[src/rtl/mux4_sel_arbiter_pkg.sv]
// Shared constants and state type for the 4:1 mux select arbiter.
package mux4_sel_arbiter_pkg;

  localparam int NUM_CH = 4;
  localparam int SEL_W  = 2;

  typedef enum logic {
    ST_IDLE = 1'b0,
    ST_BUSY = 1'b1
  } state_e;

endpackage

[src/rtl/mux4_sel_arbiter_rr_pick4.sv]
// Round-robin picker: first set request scanning last+1, last+2, ... (mod 4).
module rr_pick4
  import mux4_sel_arbiter_pkg::*;
(
  input  logic [NUM_CH-1:0] req,
  input  logic [SEL_W-1:0]  last,
  output logic [SEL_W-1:0]  pick,
  output logic              any
);

  logic [SEL_W-1:0] idx;

  // Scan farthest offset first so the nearest requester after last wins.
  always_comb begin
    pick = last;
    any  = 1'b0;
    idx  = last;
    for (int k = NUM_CH; k >= 1; k--) begin
      idx = last + SEL_W'(k);
      if (req[idx]) begin
        pick = idx;
        any  = 1'b1;
      end
    end
  end

endmodule

[src/rtl/mux4_sel_arbiter.sv]
// Round-robin select generator for a 4:1 mux with bounded-burst grants.
module mux4_sel_arbiter
  import mux4_sel_arbiter_pkg::*;
#(
  parameter int unsigned MAX_BURST = 4
) (
  input  logic              clk,
  input  logic              rst,
  input  logic [NUM_CH-1:0] req,
  input  logic              out_ready,
  output logic              s1,
  output logic              s0,
  output logic [NUM_CH-1:0] gnt,
  output logic              out_valid,
  output logic              busy
);

  localparam int CNT_W = $clog2(MAX_BURST + 1);
  localparam logic [CNT_W-1:0] LAST_BEAT = CNT_W'(MAX_BURST - 1);

  state_e            state_q;
  logic [SEL_W-1:0]  sel_q;
  logic [SEL_W-1:0]  last_q;
  logic [NUM_CH-1:0] gnt_q;
  logic [CNT_W-1:0]  cnt_q;
  logic [CNT_W-1:0]  cnt_d;
  logic [SEL_W-1:0]  pick_w;
  logic              any_w;
  logic              beat_w;

  rr_pick4 u_pick (
    .req  (req),
    .last (last_q),
    .pick (pick_w),
    .any  (any_w)
  );

  // Valid only while a grant is held and the granted channel still has data.
  assign out_valid = (state_q == ST_BUSY) & req[sel_q];
  assign beat_w    = out_valid & out_ready;
  assign cnt_d     = cnt_q + 1'b1;

  // Grant FSM: selects, grant vector, burst counter and priority pointer.
  always_ff @(posedge clk) begin
    if (rst) begin
      state_q <= ST_IDLE;
      sel_q   <= '0;
      gnt_q   <= '0;
      cnt_q   <= '0;
      last_q  <= SEL_W'(NUM_CH - 1);
    end else begin
      case (state_q)
        ST_IDLE: begin
          if (any_w) begin
            state_q <= ST_BUSY;
            sel_q   <= pick_w;
            last_q  <= pick_w;
            gnt_q   <= NUM_CH'(1) << pick_w;
            cnt_q   <= '0;
          end else begin
            gnt_q   <= '0;
          end
        end
        ST_BUSY: begin
          if (!req[sel_q]) begin
            state_q <= ST_IDLE;
            gnt_q   <= '0;
          end else if (beat_w) begin
            if (cnt_q == LAST_BEAT) begin
              state_q <= ST_IDLE;
              gnt_q   <= '0;
              cnt_q   <= '0;
            end else begin
              cnt_q   <= cnt_d;
            end
          end
        end
        default: begin
          state_q <= ST_IDLE;
          gnt_q   <= '0;
        end
      endcase
    end
  end

  assign s1   = sel_q[1];
  assign s0   = sel_q[0];
  assign gnt  = gnt_q;
  assign busy = (state_q == ST_BUSY);

endmodule

[config.mk]
export PLATFORM = sky130hd
export DESIGN_NAME = mux4_sel_arbiter
export DESIGN_NICKNAME = d
export VERILOG_FILES = /design/src/rtl/mux4_sel_arbiter_pkg.sv /design/src/rtl/mux4_sel_arbiter_rr_pick4.sv /design/src/rtl/mux4_sel_arbiter.sv
export SDC_FILE = /design/constraint.sdc
export NUM_CORES = 1
export LEC_CHECK = 0
export CORE_MARGIN = 8
export CORE_UTILIZATION = 40
export DETAILED_ROUTE_END_ITERATION = 12
export DONT_BUFFER_PORTS = 1
export PLACE_DENSITY = 0.56
export SYNTH_ARGS = -nofsm -noshare
export SYNTH_HDL_FRONTEND = slang
export SYNTH_SLANG_ARGS = --single-unit
[constraint.sdc]
create_clock -name clk -period 2.45 [get_ports clk]
set_clock_uncertainty 0.15 [all_clocks]
set_input_delay 0.6125 -clock clk [delete_from_list [all_inputs] [get_ports clk]]
set_output_delay 0.6125 -clock clk [all_outputs]
set_load 0.05 [all_outputs]
==> metrics.cfg <==
[outcome]
outcome=completed

[cells_and_area]
antenna_cells=0
areaGrowthSynthToFinish_pct=9.39
final_util_pct=45.4
layout-drive-gt1-share_pct=21.1
final_area_um2=758
layout_common_cells=dfxtp_1 (12), nand2b_1 (6), inv_1 (6)
fin_nets=85
regArea_um2=240
final_cells=93
multi_input_area_um2=415
final_common_cell=dfxtp_1
fillers=161

[hold_path]
min_to=busy
hold_path_depth=1
hp-start=rst
hold_class=input port to register

[sta]
period_share_pct=84.2
worst_pin_slew_ps=541
drv_slew=0
tns_ps=0
setup-violations-final=0
slew_headroom_pct=63.9
fmax_ghz=0.485
rsz0062_at_grt=no
finalHoldViolCount=0
fin_crit_ps=2060

[place]
hpwlAfterDp_mm=1.13
placed_cells=89
dpl_cell_area_um2=722
io_buffer_count=0
place_congestion=0.664

[clock_tree]
cts_tree=built
clk_pin_slew_ps=80
cts_root_buf=clkbuf_4
clk_latency_ps=280
cts_max_path_buffers=2
htree_levels=1
cts.repair.resized=0
cts_hold_buf=0
cts_sinks=12
post_cts_buffers=0
cts_made_buffers=3

[logic_synthesis]
synth_area_leader_cell=dfxtp_1
synth_cells=71
yosys.area.top_type_share_pct=34.7
syn_area_per_cell_um2=9.76
seq_area_frac_synth_pct=34.7
synth_area_leaders=dfxtp_1 (35%), mux2i_1 (7.2%), nand2b_1 (5.4%)
mappedNetlistArea_um2=693
synth_nets=79
ys_warn_count=0
synth.ff_latch_count=12
netlist-cell-type-count=34

[critical_path]
reg2reg_depth=4
cp_max_fo=4
cp_slowest_stage_delay_ps=450
cpLargestDelayFamily=compound AO/OA/AOI/OAI gates
start_kind=register
worstPathArrival_ps=1300
path_class=register to output port
crit_slowest_cell=o22ai_4
reg2reg_from=sel_q[1]
r2r-end=gnt[0]
cp.required_ps=1690
cp-end-kind=output port
rrSetupSlack_ps=790
cp.buffers_inverters=0
path_cells=mux2i_1 > o22ai_4

[floorplan]
die_y_um=57.6
coreArea_um2=1670
io_pins=15
start_util_pct=41.5
rows=15
chipWidth_um=57.6
die_area_um2=3320

[pwr]
totalPowerFinal_mw=0.557
p_leak_nw=0.317
vdd_drop_max_mv=0.333
power_density_nw_per_um2=735

[global_routing]
grt_max_degree=10
grt_pass1_vias=518
grt_overflow=0
grt_pass1_wl_mm=2.48
antenna_found_initial=0
track_usage_pct=9.79

[route]
antenna_left=0
vias=532
dr.pass1.iters=3
drt-initial-drc-count=7
vias_per_cell=5.72
drc_errors=0
wl_per_cell_um=15.5
wl_mm=1.44

[flow_run]
max_cap_viol_count=0

layer usage:
metal	share of wire [%]	GRT usage, %	wire, µm
met1	39	9.30	562
met2	53	16.6	767
met3	7.0	5.96	101
met4	0.69	4.29	10
met5	0	0	0
through the flow:
| step | hold slack (ps) | setup WS [ps] |
|---|---|---|
| finish | 255 | 387 |
| global route | 224 | 308 |
| CTS | 240 | 373 |
| detailed placement | 323 | 534 |
| global placement | 317 | 540 |
| floorplan | 303 | 326 |
synthesized netlist by cell type:
cell type  count
dfxtp_1       12
inv_1          6
nand2b_1       6
mux2i_1        5
a21o_1         4
a21oi_1        3
nand3_1        3
nor2_1         3
nand2_1        2
nand3b_1       2
o2bb2ai_1      2
a21oi_4        1
a31oi_4        1
a41o_1         1
and3_1         1
buf_6          1
clkbuf_1       1
ha_1           1
nand2_2        1
nand2_4        1
nand3_2        1
nand4_2        1
nor2b_1        1
nor3_1         1
nor3_2         1
nor3b_1        1
nor4bb_1       1
o211a_1        1
o21ai_0        1
o21ai_1        1
o22ai_4        1
o32ai_1        1
o32ai_2        1
or2_1          1
final cells by class:
class                           count  area share (%)
Clock buffer                        4            4.79
Tap cell                           17            2.81
Multi-Input combinational cell     51            54.8
Sequential cell                    12            31.7
Inverter                            6            2.97
Timing Repair Buffer                3            2.97
state kept, by name, summed over array words and instances, names as in the netlist:
signal	flops
gnt	4
cnt_q	3
last_q	2
sel_q	2
busy	1
how the worst max path moves through the flow:
stage               startpoint         to  cells after the start
floorplan                 busy  out_valid                      2
global placement        req[3]  out_valid                      2
detailed placement      req[3]  out_valid                      2
CTS                   sel_q[1]  out_valid                      2
global route          sel_q[1]  out_valid                      2
finish                sel_q[1]  out_valid                      2
logic make-up after synthesis:
logic type | Yosys count | synth area share, %
AND/OR/NAND/NOR | 27 | 25.6
AO/OA/AOI/OAI | 18 | 25.3
flip-flops | 12 | 34.7
buffers and inverters | 8 | 5.41
multiplexers | 5 | 7.22
adder cells (fa/ha/maj) | 1 | 1.80
report_power, final:
part / internal, mW / leakage (nW) / switching, mW
clock: 0.0904 / 0.0210 / 0.0679
sequential: 0.213 / 0.0986 / 0.0420
combinational: 0.0547 / 0.198 / 0.0894
(Power assumes the default switching activity.)
